[src/rtl/uart9_addr_rx.sv]
// 9-bit multiprocessor UART receiver with address filtering.
// Data frames that follow a matching address frame are queued in a FWFT FIFO.
module uart9_addr_rx #(
    parameter int                DATA_W       = 8,
    parameter int                CLKS_PER_BIT = 16,
    parameter int                FIFO_DEPTH   = 8,
    parameter logic [DATA_W-1:0] BCAST_ADDR   = {DATA_W{1'b1}}
) (
    input  logic                          clk,
    input  logic                          rst_n,
    input  logic                          rx_i,
    input  logic [DATA_W-1:0]             my_addr,
    input  logic                          rd_en,
    output logic [DATA_W-1:0]             rd_data,
    output logic                          empty,
    output logic                          full,
    output logic [$clog2(FIFO_DEPTH):0]   count,
    output logic                          addressed,
    output logic                          frame_err,
    output logic                          overflow
);

    localparam int PTR_W  = $clog2(FIFO_DEPTH);
    localparam int CNT_W  = PTR_W + 1;
    localparam int TICK_W = $clog2(CLKS_PER_BIT);
    localparam int BIT_W  = $clog2(DATA_W) + 1;

    // The half-bit wait is two short because IDLE spends one cycle noticing the edge.
    localparam logic [TICK_W-1:0] FULL_TICK = TICK_W'(CLKS_PER_BIT - 1);
    localparam logic [TICK_W-1:0] HALF_TICK = TICK_W'(CLKS_PER_BIT / 2 - 2);
    localparam logic [BIT_W-1:0]  LAST_BIT  = BIT_W'(DATA_W - 1);
    localparam logic [CNT_W-1:0]  CNT_FULL  = CNT_W'(FIFO_DEPTH);

    typedef enum logic [2:0] {
        S_IDLE,
        S_START,
        S_DATA,
        S_FLAG,
        S_STOP,
        S_WAIT_IDLE
    } state_t;

    logic              r_sync1;
    logic              r_sync2;
    logic              w_rxS;

    state_t            r_state;
    logic [TICK_W-1:0] r_tick;
    logic [BIT_W-1:0]  r_bitCnt;
    logic [DATA_W-1:0] r_shift;
    logic              r_flag;
    logic              r_commit;
    logic              r_stopErr;

    logic [DATA_W-1:0] r_mem [FIFO_DEPTH];
    logic [PTR_W-1:0]  r_wrPtr;
    logic [PTR_W-1:0]  r_rdPtr;
    logic [CNT_W-1:0]  r_count;

    logic              w_pop;
    logic              w_dataFrame;
    logic              w_push;

    always_ff @(posedge clk or negedge rst_n) begin
        if (!rst_n) begin
            r_sync1 <= 1'b1;
            r_sync2 <= 1'b1;
        end else begin
            r_sync1 <= rx_i;
            r_sync2 <= r_sync1;
        end
    end

    assign w_rxS = r_sync2;

    // Frame sequencer; r_commit and r_stopErr are single-cycle strobes to the commit stage.
    always_ff @(posedge clk or negedge rst_n) begin
        if (!rst_n) begin
            r_state   <= S_IDLE;
            r_tick    <= '0;
            r_bitCnt  <= '0;
            r_shift   <= '0;
            r_flag    <= 1'b0;
            r_commit  <= 1'b0;
            r_stopErr <= 1'b0;
        end else begin
            r_commit  <= 1'b0;
            r_stopErr <= 1'b0;
            case (r_state)
                S_IDLE: begin
                    if (!w_rxS) begin
                        r_state  <= S_START;
                        r_tick   <= '0;
                        r_bitCnt <= '0;
                    end
                end
                S_START: begin
                    if (r_tick == HALF_TICK) begin
                        r_tick  <= '0;
                        r_state <= w_rxS ? S_IDLE : S_DATA;
                    end else begin
                        r_tick <= r_tick + 1'b1;
                    end
                end
                S_DATA: begin
                    if (r_tick == FULL_TICK) begin
                        r_tick  <= '0;
                        r_shift <= {w_rxS, r_shift[DATA_W-1:1]};
                        if (r_bitCnt == LAST_BIT) begin
                            r_state <= S_FLAG;
                        end else begin
                            r_bitCnt <= r_bitCnt + 1'b1;
                        end
                    end else begin
                        r_tick <= r_tick + 1'b1;
                    end
                end
                S_FLAG: begin
                    if (r_tick == FULL_TICK) begin
                        r_tick  <= '0;
                        r_flag  <= w_rxS;
                        r_state <= S_STOP;
                    end else begin
                        r_tick <= r_tick + 1'b1;
                    end
                end
                S_STOP: begin
                    if (r_tick == FULL_TICK) begin
                        r_tick <= '0;
                        if (w_rxS) begin
                            r_commit <= 1'b1;
                            r_state  <= S_IDLE;
                        end else begin
                            r_stopErr <= 1'b1;
                            r_state   <= S_WAIT_IDLE;
                        end
                    end else begin
                        r_tick <= r_tick + 1'b1;
                    end
                end
                S_WAIT_IDLE: begin
                    if (w_rxS) begin
                        r_state <= S_IDLE;
                    end
                end
                default: r_state <= S_IDLE;
            endcase
        end
    end

    assign empty       = (r_count == '0);
    assign full        = (r_count == CNT_FULL);
    assign count       = r_count;
    assign w_pop       = rd_en && !empty;
    assign w_dataFrame = r_commit && !r_flag && addressed;
    // A pop in the same cycle frees the slot, so a full FIFO still accepts the write.
    assign w_push      = w_dataFrame && (!full || w_pop);

    always_ff @(posedge clk or negedge rst_n) begin
        if (!rst_n) begin
            addressed <= 1'b0;
            frame_err <= 1'b0;
            overflow  <= 1'b0;
        end else begin
            frame_err <= r_stopErr;
            overflow  <= w_dataFrame && full && !w_pop;
            if (r_commit && r_flag) begin
                addressed <= (r_shift == my_addr) || (r_shift == BCAST_ADDR);
            end
        end
    end

    always_ff @(posedge clk or negedge rst_n) begin
        if (!rst_n) begin
            r_wrPtr <= '0;
            r_rdPtr <= '0;
            r_count <= '0;
        end else begin
            if (w_push) begin
                r_wrPtr <= r_wrPtr + 1'b1;
            end
            if (w_pop) begin
                r_rdPtr <= r_rdPtr + 1'b1;
            end
            case ({w_push, w_pop})
                2'b10:   r_count <= r_count + 1'b1;
                2'b01:   r_count <= r_count - 1'b1;
                default: r_count <= r_count;
            endcase
        end
    end

    always_ff @(posedge clk) begin
        if (w_push) begin
            r_mem[r_wrPtr] <= r_shift;
        end
    end

    assign rd_data = empty ? '0 : r_mem[r_rdPtr];

endmodule

[config.mk]
export PLATFORM = sky130hd
export DESIGN_NAME = uart9_addr_rx
export DESIGN_NICKNAME = d
export VERILOG_FILES = /design/src/rtl/uart9_addr_rx.sv
export SDC_FILE = /design/constraint.sdc
export NUM_CORES = 1
export LEC_CHECK = 0
export CAP_MARGIN = 10
export CORE_MARGIN = 4
export CORE_UTILIZATION = 40
export CTS_CLUSTER_DIAMETER = 200
export DETAILED_ROUTE_END_ITERATION = 12
export GPL_ROUTABILITY_DRIVEN = 0
export PLACE_DENSITY = 0.62
export SLEW_MARGIN = 30
export SYNTH_ARGS = -nofsm -noshare
export SYNTH_HDL_FRONTEND = slang
export SYNTH_SLANG_ARGS = --single-unit
[constraint.sdc]
create_clock -name clk -period 2.39 [get_ports clk]
set_input_delay 0.478 -clock clk [delete_from_list [all_inputs] [get_ports clk]]
set_output_delay 0.478 -clock clk [all_outputs]
set_load 0.02 [all_outputs]
==> flow_metrics.py, run 1 <==
metrics = {
    "placement": {
        "dpl.hpwl_um": 5370,
        "preCtsSetupSlack_ps": 47.1,
        "port_buffers": 28,
    },
    "pwr": {
        "switching_share_pct": 32.8,
        "p_leak_nw": 2.03,
        "combinationalPowerShare_pct": 33.2,
        "power.switching_mw": 1.59,
        "clock_power_share_pct": 22.1,
        "powerDensity_nw_per_um2": 920,
        "peakVddDrop_v": 0.000372,
        "total_power_mw": 4.85,
        "intPower_mw": 3.26,
        "seq_power_share_pct": 44.8,
    },
    "global_route": {
        "grt_max_degree": 38,
        "grt_pass1_wl_um": 13300,
        "grt_overflow": 0,
        "track_usage_pct": 13.4,
        "grt_pass1_vias": 2548,
        "antenna_found_initial": 0,
    },
    "floorplan": {
        "rows": 38,
        "core_area_um2": 10900,
        "die_x_um": 114,
        "start_util_pct": 40.9,
        "die_h_um": 114,
        "dieArea_um2": 12900,
        "io_pins": 29,
    },
    "timing": {
        "maxSlewHeadroom_pct": 44.5,
        "maxSlewViolCount": 0,
        "fin_crit_sh_pct": 100,
        "fmax_ghz": 0.417,
        "min_period_ps": 2400,
        "setup_viol": 2,
        "final_hold_viol_count": 0,
        "setup_tns_ps": -12.4,
        "whs_ps": 204,
        "worstMarginPinSlew_ps": 833,
        "rsz0062_at_grt": "yes",
        "skew_ps": 11.3,
        "setup_ws_ps": -8.26,
    },
    "route": {
        "totalWireLength_um": 8280,
        "drt_pass1_iterations": 4,
        "num_vias": 2595,
        "drt_first_iter_violations": 170,
        "ant_nets": 0,
        "drc": 0,
        "wl_per_cell_um": 16.6,
        "vias_per_cell": 5.21,
    },
    "critical_path": {
        "worstPathArrival_ps": 1920,
        "reg2reg_depth": 7,
        "cp_slowest_cell": "mux4_2",
        "max_stage_delay_ps": 480,
        "worst-path-max-fanout": 5,
        "rr_startpoint": "count[0]",
        "rr_endpoint": "count[1]",
        "crit_required_ps": 1910,
        "startpoint": "r_rdPtr[0]",
        "endpoint": "rd_data[6]",
        "start_kind": "flip-flop",
        "r2r_slack_ps": 210,
        "crit_type": "reg -> out",
        "cp_cell_sequence": "clkbuf_16 > buf_6 > mux4_2 > mux2i_1 > nor2_1 > buf_4",
        "endpoint_kind": "output port",
    },
    "clock_tree": {
        "cts_sinks": 101,
        "h-tree-depth": 3,
        "numCtsBuffers": 9,
        "clk_latency_ps": 370,
        "cts-root-buf": "clkbuf_8",
        "cts.clk_slew.worst_paths_ps": 110,
        "cts_tree": "yes",
        "cts_buffer_depth": 2,
    },
    "synthesis": {
        "netlist_top_cells_area": "edfxtp_1 (43%), dfrtp_1 (20%), mux4_2 (8.1%)",
        "synthCells": 298,
        "synthFlopType": "edfxtp_1",
        "synth.largest_area_cell": "edfxtp_1",
        "synth.distinct_cells": 49,
        "synth_common_cells": "edfxtp_1 (64), dfrtp_1 (35), nor2_1 (25)",
        "synth_nets": 316,
        "ys.warnings.count": 0,
        "synth_most_common_cell": "edfxtp_1",
        "syn_area_um2": 4450,
        "ys_ff_latch": 101,
        "ys_seq_area_share_pct": 64.0,
        "avgSynthCellArea_um2": 14.9,
        "synth_edf_count": 64,
        "synth_top_area_share_pct": 43.2,
        "postSynth.asyncResetShare_pct": 36.6,
    },
    "run_status": {
        "status": "finished with violations",
        "violations": "negative setup slack",
    },
    "cells_and_area": {
        "syn_to_final_growth_pct": 18.4,
        "antenna_cells": 0,
        "fillCellCount": 920,
        "utilization_pct": 48.4,
        "fin_nets": 371,
        "drive_above_1_share_pct": 25.7,
    },
    "run": {
        "maxCapViolations": 0,
    },
    "min_path": {
        "hold_class": "in -> async",
    },
}
worst min path at each step:
stage | start | to | slack [ps] | cells past startpoint
finish | rst_n | r_tick[1] | 200 | 1
global route | rst_n | r_tick[1] | 260 | 1
CTS | rst_n | r_bitCnt[3] | 220 | 1
detailed placement | r_stopErr | frame_err | 340 | 0
global placement | r_stopErr | frame_err | 340 | 0
floorplan | rst_n | addressed | 180 | 0
worst max-delay path: cells and delay by family (launching register included):
| kind | cells | cell delay, ps |
|---|---|---|
| buffers and inverters | 3 | 430 |
| and+or+nand+nor | 1 | 50 |
| DFF | 1 | 460 |
| muxes | 2 | 620 |
power groups by stage:
stage | sequential (mW) | combinational (mW) | clock, mW
2_1_floorplan | 2.11 | 1.06 | 0
3_3_place_gp | 2.19 | 1.46 | 0
3_5_place_dp | 2.20 | 1.49 | 0
4_1_cts | 2.16 | 1.46 | 1.12
5_1_grt | 2.20 | 1.76 | 1.19
6_report | 2.17 | 1.61 | 1.07
layout make-up:
type | count | area (um^2) | share of cell area (%)
Clock buffer | 10 | 138 | 2.61
Clock inverter | 6 | 65.1 | 1.23
Inverter | 5 | 18.8 | 0.356
Multi-Input combinational cell | 179 | 1510 | 28.6
Sequential cell | 101 | 2850 | 54.1
Tap cell | 140 | 175 | 3.32
Timing Repair Buffer | 57 | 515 | 9.77
timing repair:
item,CTS,global route
resized for setup,13,29
pin swaps,0,1
hold buffers,0,0
endpoints found under the setup margin,10,7
setup buffers,1,8
gates cloned,0,1
flip-flops by register name (all words and copies together) (netlist names):
name,count
r_sync1,1
r_stopErr,1
r_bitCnt,4
r_shift,8
r_rdPtr,3
r_mem,64
overflow,1
count,4
addressed,1
r_sync2,1
r_state,3
r_commit,1
r_tick,4
r_wrPtr,3
r_flag,1
frame_err,1
metrics by stage:
| step | std cells | instance area [um^2] |
|---|---|---|
| after floorplan | 298 | 4450 |
| after global placement | 472 | 4990 |
| after detailed placement | 472 | 4990 |
| after CTS | 489 | 5190 |
| after global routing | 498 | 5270 |
| final | 498 | 5270 |
metal layers:
metal	wire (um)	part of all wire, %	global-route usage (%)	up-vias
met3	218	2.6	3.34	7
met1	4020	49	18.4	1312
met2	3980	48	21.4	28
li1	-	-	-	1248
met5	0	0	0	-
met4	53	0.64	3.85	0
placed cells by master, fill, tap and decap left out, drive strengths merged, types with 8 or more instances in the layout:
master and n:
buf 36, clkbuf 12, clkdlybuf4s50 17, dfrtp 35, edfxtp 64, inv 8, mux2 11, mux2i 9
mux4 16, nand2 17, nor2 25, nor3 8, o21ai 9, xor2 13
kinds of logic after synthesis:
family / count (synthesis) / share of synthesized area (%)
mux: 36 / 12.9
xor+xnor: 17 / 3.34
fa+ha+maj: 6 / 1.69
flops: 101 / 64.0
buf+inv: 18 / 2.16
compound gates: 34 / 5.87
simple gates: 86 / 10.0
Note: power is estimated with default switching activity, not from simulation.
==> run 2, diff against run 1 <==
Settings changed: MAX_ROUTING_LAYER set to met4.
Clock period 2.39 ns to 2.4 ns, I/O delays scaled along.
==> run 2 against run 1 <==
The flow still finishes with violations (negative setup slack). Cell area fell by 0.43%. Via count fell by 1.5%. Critical path depth did not move. Worst hold slack barely moved. Count of clock-buffer cells in the layout did not move. Cell count fell by 0.40%. Worst setup slack got worse by 3.8 ps. Core utilization fell by 0.21 points.
==> flow_metrics.py, run 2 (synthesis gave the netlist of run 1 again) <==
metrics = {
    "route": {
        "drt_pass1_iterations": 4,
        "wl_met3_um": 221,
        "totalWireLength_um": 8120,
        "drt_first_iter_violations": 175,
        "dr_wl_met2_um": 3790,
        "vias_per_cell": 5.16,
        "wl_per_cell_um": 16.4,
        "num_vias": 2557,
        "drc": 0,
        "drt-met1-wl_um": 4010,
        "dr.max_layer_used": "met4",
        "ant_nets": 0,
    },
    "cells_and_area": {
        "syn_to_final_growth_pct": 17.9,
        "drive_above_1_share_pct": 25.0,
        "layout_commonest_cell": "edfxtp_1",
        "utilization_pct": 48.2,
        "fillCellCount": 956,
        "seqCellArea_um2": 2850,
        "mostFrequentLayoutCells": "edfxtp_1 (64), dfrtp_1 (34), nor2_1 (25)",
        "antenna_cells": 0,
        "top_register": "r_mem",
        "reg_top3": "r_mem: 64 flops, r_shift: 8 flops",
        "largest_reg_flops": 64,
        "stdcell_count": 496,
        "multi_input_area_um2": 1510,
        "fin_nets": 369,
    },
    "timing": {
        "setup_viol": 2,
        "worstMarginPinSlew_ps": 821,
        "maxSlewViolCount": 0,
        "final_hold_viol_count": 0,
        "whs_ps": 204,
        "min_period_ps": 2410,
        "setup_tns_ps": -12.0,
        "setup_ws_ps": -12.0,
        "rsz0062_at_grt": "yes",
        "fin_crit_sh_pct": 101,
        "fmax_ghz": 0.415,
        "maxSlewHeadroom_pct": 45.3,
        "skew_ps": 11.3,
    },
    "critical_path": {
        "cp_cell_sequence": "buf_6 > buf_4 > mux4_2 > mux2i_1 > nor2_1 > buf_2",
        "worst-path-max-fanout": 7,
        "path_delay_family": "multiplexers",
        "crit_buf_inv": 3,
        "worstPathArrival_ps": 1930,
        "max_stage_delay_ps": 480,
        "cp_slowest_cell": "mux4_2",
        "crit_required_ps": 1920,
        "crit_type": "reg -> out",
        "start_kind": "flip-flop",
        "endpoint_kind": "output port",
    },
    "floorplan": {
        "rows": 38,
        "core_area_um2": 10900,
        "die_h_um": 114,
        "dieArea_um2": 12900,
        "start_util_pct": 40.9,
        "die_x_um": 114,
        "io_pins": 29,
    },
    "global_route": {
        "track_usage_pct": 13.4,
        "grt_overflow": 0,
        "grt_max_degree": 38,
        "antenna_found_initial": 0,
        "grt_pass1_wl_um": 13100,
        "grt_pass1_vias": 2491,
    },
    "run": {
        "maxCapViolations": 0,
    },
    "run_status": {
        "status": "finished with violations",
        "violations": "negative setup slack",
    },
    "placement": {
        "port_buffers": 28,
        "preCtsSetupSlack_ps": 49.6,
        "dpl.hpwl_um": 5370,
        "dp.cells": 472,
    },
    "clock_tree": {
        "cts.clk_slew.worst_paths_ps": 110,
        "numCtsBuffers": 9,
        "h-tree-depth": 3,
        "cts_buffer_depth": 2,
        "cts_sinks": 101,
        "cts_tree": "yes",
        "clk_latency_ps": 370,
        "cts-root-buf": "clkbuf_8",
    },
    "pwr": {
        "peakVddDrop_v": 0.000380,
        "powerDensity_nw_per_um2": 913,
        "p_leak_nw": 2.01,
    },
    "min_path": {
        "hold_class": "in -> async",
    },
}
==> run 2: cell count changes in the layout (fill, tap and decap cells not counted), sizes merged <==
| cell | previous run | this run |
|---|---|---|
| buf | 36 | 35 |
| clkbuf | 12 | 11 |
| clkinv | 3 | 4 |
| inv | 8 | 7 |
==> run 2: layout make-up <==
cell class | instances | share of cell area [%]
timing repair buffer | 55 | 9.41
multi-input combinational | 179 | 28.7
sequential | 101 | 54.3
clock buffer | 10 | 2.62
tap | 140 | 3.34
inverter | 5 | 0.357
clock inverter | 6 | 1.29
==> run 2: metrics by stage <==
step / area [um^2] / total power [mW]
2_1_floorplan: 4450 / 3.15
3_3_place_gp: 4990 / 3.64
3_5_place_dp: 4990 / 3.67
4_1_cts: 5180 / 4.70
5_1_grt: 5250 / 5.07
6_report: 5250 / 4.79
==> run 2: layer usage <==
layer | track usage (%) | up-vias
met5 | - | -
li1 | - | 1246
met2 | 20.8 | 27
met3 | 2.60 | 11
met1 | 18.3 | 1273
met4 | 3.85 | 0
==> run 2: what timing repair did <==
action / in CTS / in global routing
pin swaps: 0 / 2
endpoints found under the setup margin: 10 / 7
gates cloned: 0 / 1
resized for setup: 31 / 9
hold buffers: 0 / 0
buffers inserted: 1 / 6
==> run 2: worst paths after layout <==
kind                             from     endpoint  slack [ps]  depth (start not counted)
min in group clk            r_stopErr    frame_err         350                          0
max                        r_rdPtr[0]   rd_data[0]         -10                          6
min                             rst_n  r_bitCnt[3]         200                          1
max in group asynchronous       rst_n   r_rdPtr[0]        1640                          1
min reg2reg                 r_stopErr    frame_err         350                          0
max reg2reg                  count[0]     count[1]         240                          7
==> run 2: report_power, final <==
part	switching (mW)	total [mW]	internal (mW)	leakage (nW)
Clock	0.631	1.07	0.434	0.103
Sequential	0.209	2.16	1.95	1.06
Combinational	0.739	1.56	0.825	0.849
==> run 3, diff against run 2 <==
Settings changed: CAP_MARGIN 10 to 40, REMOVE_ABC_BUFFERS set to 1.
==> run 3 against run 2 <==
The run still ends with negative setup slack left. Die area unchanged. Core utilization increased by 1.1 points. Sequential power barely moved. Critical path depth stayed put. Clock skew increased by 1.3 ps. Clock power is 16% higher. Fmax is essentially flat. Non-clock buffer count is 10 higher. Largest cell class unchanged. Highest routed layer unchanged.
==> flow_metrics.py, run 3 (synthesis gave the netlist of run 1 again) <==
metrics = {
    "run_status": {
        "status": "finished with violations",
        "violations": "negative setup slack",
    },
    "global_route": {
        "grt_pass1_vias": 2635,
        "grt_pass1_wl_um": 13900,
        "track_usage_pct": 14.2,
        "antenna_found_initial": 0,
        "gr-max-usage-layer": "met2",
        "met2_usage_pct": 22.3,
        "grt_max_degree": 25,
        "use_met3_pct": 2.44,
        "grt_overflow": 0,
        "grtUsageMet1_pct": 19.0,
    },
    "critical_path": {
        "crit_type": "reg -> out",
        "cp_slowest_cell": "mux4_2",
        "worst-path-max-fanout": 6,
        "cp_cell_sequence": "clkbuf_16 > buf_4 > mux4_2 > mux2i_1 > nor2_1 > buf_2",
        "start_kind": "flip-flop",
        "crit_required_ps": 1920,
        "crit_buf_inv": 3,
        "max_stage_delay_ps": 510,
        "path_delay_family": "multiplexers",
        "worstPathArrival_ps": 1930,
        "endpoint_kind": "output port",
    },
    "placement": {
        "dp.cells": 474,
        "port_buffers": 28,
        "dpl.hpwl_um": 5580,
        "preCtsSetupSlack_ps": 49.2,
    },
    "route": {
        "wl_per_cell_um": 16.3,
        "vias_per_cell": 5.22,
        "drc": 0,
        "num_vias": 2643,
        "drt_first_iter_violations": 136,
        "drt_pass1_iterations": 4,
        "ant_nets": 0,
        "totalWireLength_um": 8240,
    },
    "clock_tree": {
        "cts-root-buf": "clkbuf_8",
        "cts_buffer_depth": 2,
        "cts.clk_slew.worst_paths_ps": 100,
        "cts_sinks": 101,
        "cts_tree": "yes",
        "h-tree-depth": 3,
        "clk_latency_ps": 360,
        "numCtsBuffers": 9,
    },
    "cells_and_area": {
        "reg_top3": "r_mem: 64 flops, r_shift: 8 flops",
        "fin_nets": 379,
        "syn_to_final_growth_pct": 20.6,
        "antenna_cells": 0,
        "drive_above_1_share_pct": 27.0,
        "stdcell_count": 506,
        "fillCellCount": 923,
        "mostFrequentLayoutCells": "edfxtp_1 (64), dfrtp_1 (33), buf_4 (31)",
        "seqCellArea_um2": 2850,
        "top_register": "r_mem",
        "largest_reg_flops": 64,
        "multi_input_area_um2": 1510,
        "layout_commonest_cell": "edfxtp_1",
    },
    "min_path": {
        "hold_class": "reg -> reg",
    },
    "timing": {
        "maxSlewHeadroom_pct": 63.4,
        "setup_viol": 1,
        "maxSlewViolCount": 0,
        "setup_ws_ps": -11.1,
        "setup_tns_ps": -11.1,
        "fin_crit_sh_pct": 100,
        "whs_ps": 360,
        "rsz0062_at_grt": "yes",
        "min_period_ps": 2410,
        "final_hold_viol_count": 0,
        "skew_ps": 12.6,
        "worstMarginPinSlew_ps": 549,
        "fmax_ghz": 0.415,
    },
    "floorplan": {
        "rows": 38,
        "die_x_um": 114,
        "start_util_pct": 40.9,
        "core_area_um2": 10900,
        "die_h_um": 114,
        "dieArea_um2": 12900,
        "io_pins": 29,
    },
    "pwr": {
        "peakVddDrop_v": 0.000449,
        "powerDensity_nw_per_um2": 937,
        "p_leak_nw": 2.08,
        "total_power_mw": 5.03,
    },
    "run": {
        "maxCapViolations": 0,
    },
}
## run 3: area by class of cell
type / count / share of cell area [%]
Clock buffer: 9 / 2.31
Clock inverter: 7 / 2.12
Inverter: 5 / 0.350
Multi-Input combinational cell: 179 / 28.1
Sequential cell: 101 / 53.1
Tap cell: 140 / 3.26
Timing Repair Buffer: 65 / 10.8
## run 3: what timing repair did
action / CTS / global route
cloned: 1 / 0
setup endpoints to repair: 10 / 6
hold buffers: 0 / 1
pin swaps: 0 / 1
setup buffers: 5 / 9
gates resized for setup: 37 / 4
endpoints found under the hold margin: 0 / 2
## run 3: final timing paths
| kind | start | endpoint | slack [ps] | cells past startpoint |
|---|---|---|---|---|
| min in group asynchronous | rst_n | r_tick[1] | 540 | 2 |
| setup reg to reg | count[1] | r_mem[4][7] | 360 | 4 |
| hold reg to reg | r_stopErr | frame_err | 360 | 0 |
| max in group asynchronous | rst_n | r_sync2 | 1350 | 3 |
| setup / recovery | r_rdPtr[0] | rd_data[7] | -10 | 6 |
| hold / removal | r_stopErr | frame_err | 360 | 0 |
## run 3: where the power goes
part | switching [mW] | internal [mW] | total (mW)
registers | 0.210 | 1.96 | 2.17
clock network | 0.623 | 0.613 | 1.24
logic | 0.729 | 0.902 | 1.63
## run 3: per-stage QoR
step,instance area [um^2],util [%]
after detailed placement,5020,46.1
final,5370,49.3
after global placement,5000,45.9
after global routing,5370,49.3
after floorplan,4380,-
after CTS,5280,48.5
## run 3: layer usage
metal,vias to the layer above,wire length (um)
met1,1339,3860
met5,-,0
li1,1268,-
met2,30,4100
met3,6,191
met4,0,86
